File: config.mk
export PLATFORM = sky130hd
export DESIGN_NAME = chart_read_arbiter
export DESIGN_NICKNAME = d
export VERILOG_FILES = /design/src/rtl/chart_read_arbiter.sv
export SDC_FILE = /design/constraint.sdc
export NUM_CORES = 1
export LEC_CHECK = 0
export ABC_CLOCK_PERIOD_IN_PS = 2650
export CORE_MARGIN = 3
export CORE_UTILIZATION = 35
export CTS_BUF_LIST = sky130_fd_sc_hd__clkbuf_8
export CTS_CLUSTER_DIAMETER = 50
export DETAILED_ROUTE_END_ITERATION = 10
export MAX_ROUTING_LAYER = met4
export SLEW_MARGIN = 20
export SYNTH_ARGS = -nofsm -noshare
export SYNTH_HDL_FRONTEND = slang
export SYNTH_SLANG_ARGS = --single-unit
export TNS_END_PERCENT = 1
File: constraint.sdc
create_clock -name clk -period 2.65 [get_ports clk]
set_input_delay 0.6625 -clock clk [delete_from_list [all_inputs] [get_ports clk]]
set_output_delay 0.6625 -clock clk [all_outputs]
set_load 0.02 [all_outputs]
File: src/rtl/chart_read_arbiter.sv
// chart_read_arbiter
// Shares the single chart-ROM read port between page modules (menu name
// prefetch, play page, history page). One transaction at a time, granted
// round-robin; the owner gets a one-cycle ack while chart_data is valid.
//
// Ports:
//   clk     - program clock, rising edge
//   rst     - asynchronous active-high reset
//   req     - per-requester level request (index 0 menu, 1 play, 2 history)
//   req_id  - per-requester chart id, requester i on bits [8*i+7:8*i]
//   mem_id  - chart id driven to the ROM; holds after the transaction ends
//   grant   - one-hot owner of the current transaction, zero when idle
//   ack     - one-cycle pulse to the owner; chart_data valid this cycle
//   id_err  - pulses with ack when the granted id was out of range
//   busy    - high whenever a transaction is in flight
module chart_read_arbiter #(
    parameter int unsigned NREQ       = 3,
    parameter int unsigned MEM_LAT    = 1,
    parameter int unsigned NUM_CHARTS = 7
) (
    input  logic              clk,
    input  logic              rst,
    input  logic [NREQ-1:0]   req,
    input  logic [8*NREQ-1:0] req_id,
    output logic [7:0]        mem_id,
    output logic [NREQ-1:0]   grant,
    output logic [NREQ-1:0]   ack,
    output logic              id_err,
    output logic              busy
);

    localparam int unsigned IdxW = (NREQ > 1) ? $clog2(NREQ) : 1;
    localparam int unsigned CntW = 4;

    typedef enum logic [1:0] {StIdle, StWait, StAck} state_e;

    state_e          state_q, state_d;
    logic [CntW-1:0] cnt_q, cnt_d;
    logic [IdxW-1:0] last_q, last_d;
    logic [IdxW-1:0] win_q, win_d;
    logic            err_q, err_d;
    logic [7:0]      mem_id_q, mem_id_d;
    logic [NREQ-1:0] grant_q, grant_d;
    logic [NREQ-1:0] ack_q, ack_d;
    logic            id_err_q, id_err_d;

    logic [IdxW-1:0] pick;
    logic            found;
    logic [7:0]      cur_id;

    // Round-robin search starting just after the previous winner.
    always_comb begin
        int unsigned j;
        j     = 0;
        pick  = last_q;
        found = 1'b0;
        for (int unsigned i = 1; i <= NREQ; i++) begin
            j = (32'(last_q) + i) % NREQ;
            if (!found && req[IdxW'(j)]) begin
                pick  = IdxW'(j);
                found = 1'b1;
            end
        end
    end

    assign cur_id = req_id[8*32'(pick) +: 8];

    always_comb begin
        state_d  = state_q;
        cnt_d    = cnt_q;
        last_d   = last_q;
        win_d    = win_q;
        err_d    = err_q;
        mem_id_d = mem_id_q;
        grant_d  = grant_q;
        ack_d    = ack_q;
        id_err_d = id_err_q;
        unique case (state_q)
            StIdle: begin
                if (found) begin
                    win_d = pick;
                    // Out-of-range ids read chart 0 and flag the owner instead.
                    if (32'(cur_id) < NUM_CHARTS) begin
                        mem_id_d = cur_id;
                        err_d    = 1'b0;
                    end else begin
                        mem_id_d = 8'd0;
                        err_d    = 1'b1;
                    end
                    grant_d       = '0;
                    grant_d[pick] = 1'b1;
                    cnt_d         = CntW'(MEM_LAT);
                    state_d       = StWait;
                end
            end
            StWait: begin
                cnt_d = cnt_q - 1'b1;
                if (cnt_q == CntW'(1)) begin
                    ack_d    = grant_q;
                    id_err_d = err_q;
                    state_d  = StAck;
                end
            end
            StAck: begin
                ack_d    = '0;
                grant_d  = '0;
                id_err_d = 1'b0;
                last_d   = win_q;
                state_d  = StIdle;
            end
            default: state_d = StIdle;
        endcase
    end

    always_ff @(posedge clk or posedge rst) begin
        if (rst) begin
            state_q  <= StIdle;
            cnt_q    <= '0;
            last_q   <= IdxW'(NREQ - 1);
            win_q    <= '0;
            err_q    <= 1'b0;
            mem_id_q <= 8'd0;
            grant_q  <= '0;
            ack_q    <= '0;
            id_err_q <= 1'b0;
        end else begin
            state_q  <= state_d;
            cnt_q    <= cnt_d;
            last_q   <= last_d;
            win_q    <= win_d;
            err_q    <= err_d;
            mem_id_q <= mem_id_d;
            grant_q  <= grant_d;
            ack_q    <= ack_d;
            id_err_q <= id_err_d;
        end
    end

    assign mem_id = mem_id_q;
    assign grant  = grant_q;
    assign ack    = ack_q;
    assign id_err = id_err_q;
    assign busy   = (state_q != StIdle);

endmodule

==> summary.md <==
| Metric | Value |
|---|---|
| Port Buffer Count | `44` |
| Main combinational cell family by area after synthesis | `simple AND/OR/NAND/NOR gates` |
| Seq/Total Area, Yosys | `0.384` |
| R2R cell count | `11` |
| Vias | `1593` |
| Crit path DAT | `2.81 ns` |
| Clk sinks | `26` |
| Final Hold Viols | `0` |
| Layout area overhead | `50.7%` |
| EDFF count, synth | `0` |
| Most frequent CP cell | `buf_4` |
| FF-to-FF Start | `last_q[1]$_DFFE_PP1P_` |
| Final Max Slew Viols | `0` |
| Worst r2r dst | `mem_id[1]$_DFFE_PP0P_` |
| Total iterations of the first detailed-routing run | `4` |
| Avg Inst Size Synth | `9.70 sq um` |
| Critical Path Sink Type | `register` |
| Antenna violations before repair | `0` |
| IO Count | `45` |
| Post-synthesis simple-gate area fraction | `0.237` |
| Critical Path, Cell by Cell | `buf_4, ha_4, buf_4, nand3b_1, o21ai_2, buf_4, o221a_2, nor2_2, or4_4, a2bb2oi_4, a211oi_2` |
| Max FO, Critical Path | `5` |
| H-tree Lvls | `1` |
| Hold Path Class | `reg -> reg` |
| Synth warn | `0` |
| Netlist cell types | `57` |
| Die X | `75.6 microns` |
| Outcome | `finished, violations left` |
| Cells after synthesis | `175` |
| Worst EP required | `2.80 ns` |
| Post-Synth XOR/XNOR Area | `0.00516` |
| Largest stage delay, worst path | `0.58 ns` |
| Synthesized flop and latch total | `26` |
| Mapped cell area | `0.00170 sq mm` |
| Peak VDD IR | `0.000421 V` |
| GRT Util Overall | `0.170` |
| Share of layout cells above drive strength 1 | `0.274` |
| Latest clock arrival within the worst-skew pair | `0.27 ns` |
| Routability cong. | `0.864` |
| Final nets | `288` |
| Syn_nets | `210` |
| Die area | `0.00572 sq mm` |
| FILL cells | `391` |
| 1st-iter DRT viols | `56` |
| WL/cell | `14.6 microns` |
| Clk root buf | `clkbuf_8` |
| RSZ-0062 raised after global routing | `true` |
| Fin worst setup slack | `-0.00646 ns` |
| Buffers & Inverters on Critical Path | `3` |
| Std cell rows | `24` |
| Diodes inserted | `0` |
| Final Util | `0.568` |
| Final Skew | `0.00491 ns` |
| Finished Layout Cells | `304` |
| Slowest CP cell | `dfstp_2` |
| Setup Viol. Count Final | `2` |
| Clk slew on worst S/H paths | `0.09 ns` |
| Cell area after placement | `0.00241 sq mm` |
| Final ANT Viol Nets | `0` |
| Most frequent cells in the layout | `clkdlybuf4s50_1 (41), buf_4 (34), dfrtp_1 (25)` |
| Fin crit period | `2.66 ns` |
| Power Density | `1260 mW/mm^2` |
| Headroom to the max-slew limit | `0.754` |
| Global-route wire length before repair | `7360 microns` |
| Multiplexer share of the synthesized area | `0.0487` |
| Post-synth ARST share | `1.00` |
| Crit path launch type | `register` |
| CP Launch Point | `last_q[1]$_DFFE_PP1P_` |
| CTS Buffer Depth | `2` |
| Reg2reg setup slack | `-0.006 ns` |
| Maximum clock frequency | `376 MHz` |
| Failing checks | `setup timing` |
| Post-DP HPWL | `3520 microns` |
| Max-cap violations | `0` |
| Core footprint | `0.00450 sq mm` |
| Largest net degree at the start of global routing | `27` |
| DP Worst Slack | `-0.375 ns` |
| Final period util | `1.00` |
| Cell area after layout | `0.00256 sq mm` |
| Residual DRC | `0` |
| Die Ht | `75.6 microns` |
| Critical Path Stages | `11` |
| Main synth FF type | `dfrtp_1` |
| Power Total | `3230 uW` |
| Critical setup path kind | `reg -> reg` |
| Hold buffers post-CTS | `0` |
| Pleak | `0.00110 uW` |
| DR vias/cell | `5.24` |
| Gr ovfl total | `0` |
| Total routed wirelength | `4440 microns` |
| Slew @ Worst Pin | `0.366 ns` |
| Compound-gate portion of the synthesized area | `0.232` |
| Vias in the first global route | `1611` |
| Inserted Clock Buffers | `3` |
| Top delay family on crit path | `simple AND/OR/NAND/NOR gates` |
| Initial Util | `0.377` |
| Synth Area in Adders | `0.0442` |
| Critical path endpoint | `mem_id[1]$_DFFE_PP0P_` |
| Commonest non-fill, non-tap cell in the layout | `clkdlybuf4s50_1` |
| Placed Instances | `298` |
| CTS tree | `built` |
[stage by stage]
stage	TNS (ns)	hold WS, ns
3_5_place_dp	-1.50	0.466
6_report	-0.00726	0.483
2_1_floorplan	0	0.439
4_1_cts	0	0.485
5_1_grt	-0.384	0.510
3_3_place_gp	-1.26	0.457
[cells in the mapped netlist (3+ instances only)]
master,instances,area share
dfrtp_1,25,0.37
nand2_1,21,0.046
nand3_1,10,0.029
inv_1,9,0.020
o21ai_0,9,0.027
and2_1,7,0.026
a21oi_1,6,0.018
ha_1,6,0.044
mux2i_1,6,0.035
nor2_1,6,0.013
nand2b_1,4,0.015
nor3_1,3,0.0088
nor4_1,3,0.011
o211ai_1,3,0.013
[per-layer routing]
| metal | up-vias | GRT usage | share of wire |
|---|---|---|---|
| met5 | - | - | 0 |
| met4 | 0 | 0.0252 | 0.0079 |
| met3 | 6 | 0.0396 | 0.039 |
| met2 | 45 | 0.273 | 0.49 |
| met1 | 738 | 0.224 | 0.46 |
| li1 | 804 | - | - |
[how the worst min path moves through the flow]
stage	cells after the start	from	to	slack, ns
floorplan	2	err_q$_DFFE_PP0P_	id_err$_DFFE_PP0P_	0.44
finish	1	win_q[0]$_DFFE_PP0P_	win_q[0]$_DFFE_PP0P_	0.48
detailed placement	1	win_q[0]$_DFFE_PP0P_	win_q[0]$_DFFE_PP0P_	0.47
CTS	1	win_q[0]$_DFFE_PP0P_	win_q[0]$_DFFE_PP0P_	0.49
global route	1	win_q[0]$_DFFE_PP0P_	win_q[0]$_DFFE_PP0P_	0.51
global placement	1	win_q[0]$_DFFE_PP0P_	win_q[0]$_DFFE_PP0P_	0.46
[power breakdown]
part           internal, uW  switching (uW)  total [uW]  leakage (uW)
clock network           202             119         321     0.0000357
registers               527            88.4         616      0.000335
logic                  1140            1150        2290      0.000730
total                  1870            1360        3230       0.00110
[final cells by class]
cell class	count	area [sq um]	share of cell area
tap	52	65.1	0.0254
sequential	26	652	0.255
inverter	9	33.8	0.0132
clock inverter	1	30.0	0.0117
clock buffer	3	41.3	0.0161
multi-input combinational	134	1030	0.404
timing repair buffer	79	703	0.275
[sequential cells by signal (all words and copies together), names as in the netlist]
signal and count:
ack 3, cnt_q 4, err_q 1, grant 3, id_err 1, last_q 2, mem_id 8, state_q 2
win_q 2
[logic make-up after synthesis]
| family | after synthesis |
|---|---|
| AO/OA/AOI/OAI | 47 |
| XOR/XNOR | 1 |
| adder cells (fa/ha/maj) | 6 |
| buffers and inverters | 15 |
| flip-flops | 26 |
| multiplexers | 8 |
| AND/OR/NAND/NOR | 72 |
[timing repair]
item | in CTS | in global routing
buffers inserted | 1 | 1
endpoints found under the setup margin | 4 | 4
pin swaps | 4 | 1
resized for setup | 11 | 6
No activity file was read; power rests on OpenSTA's default activity.
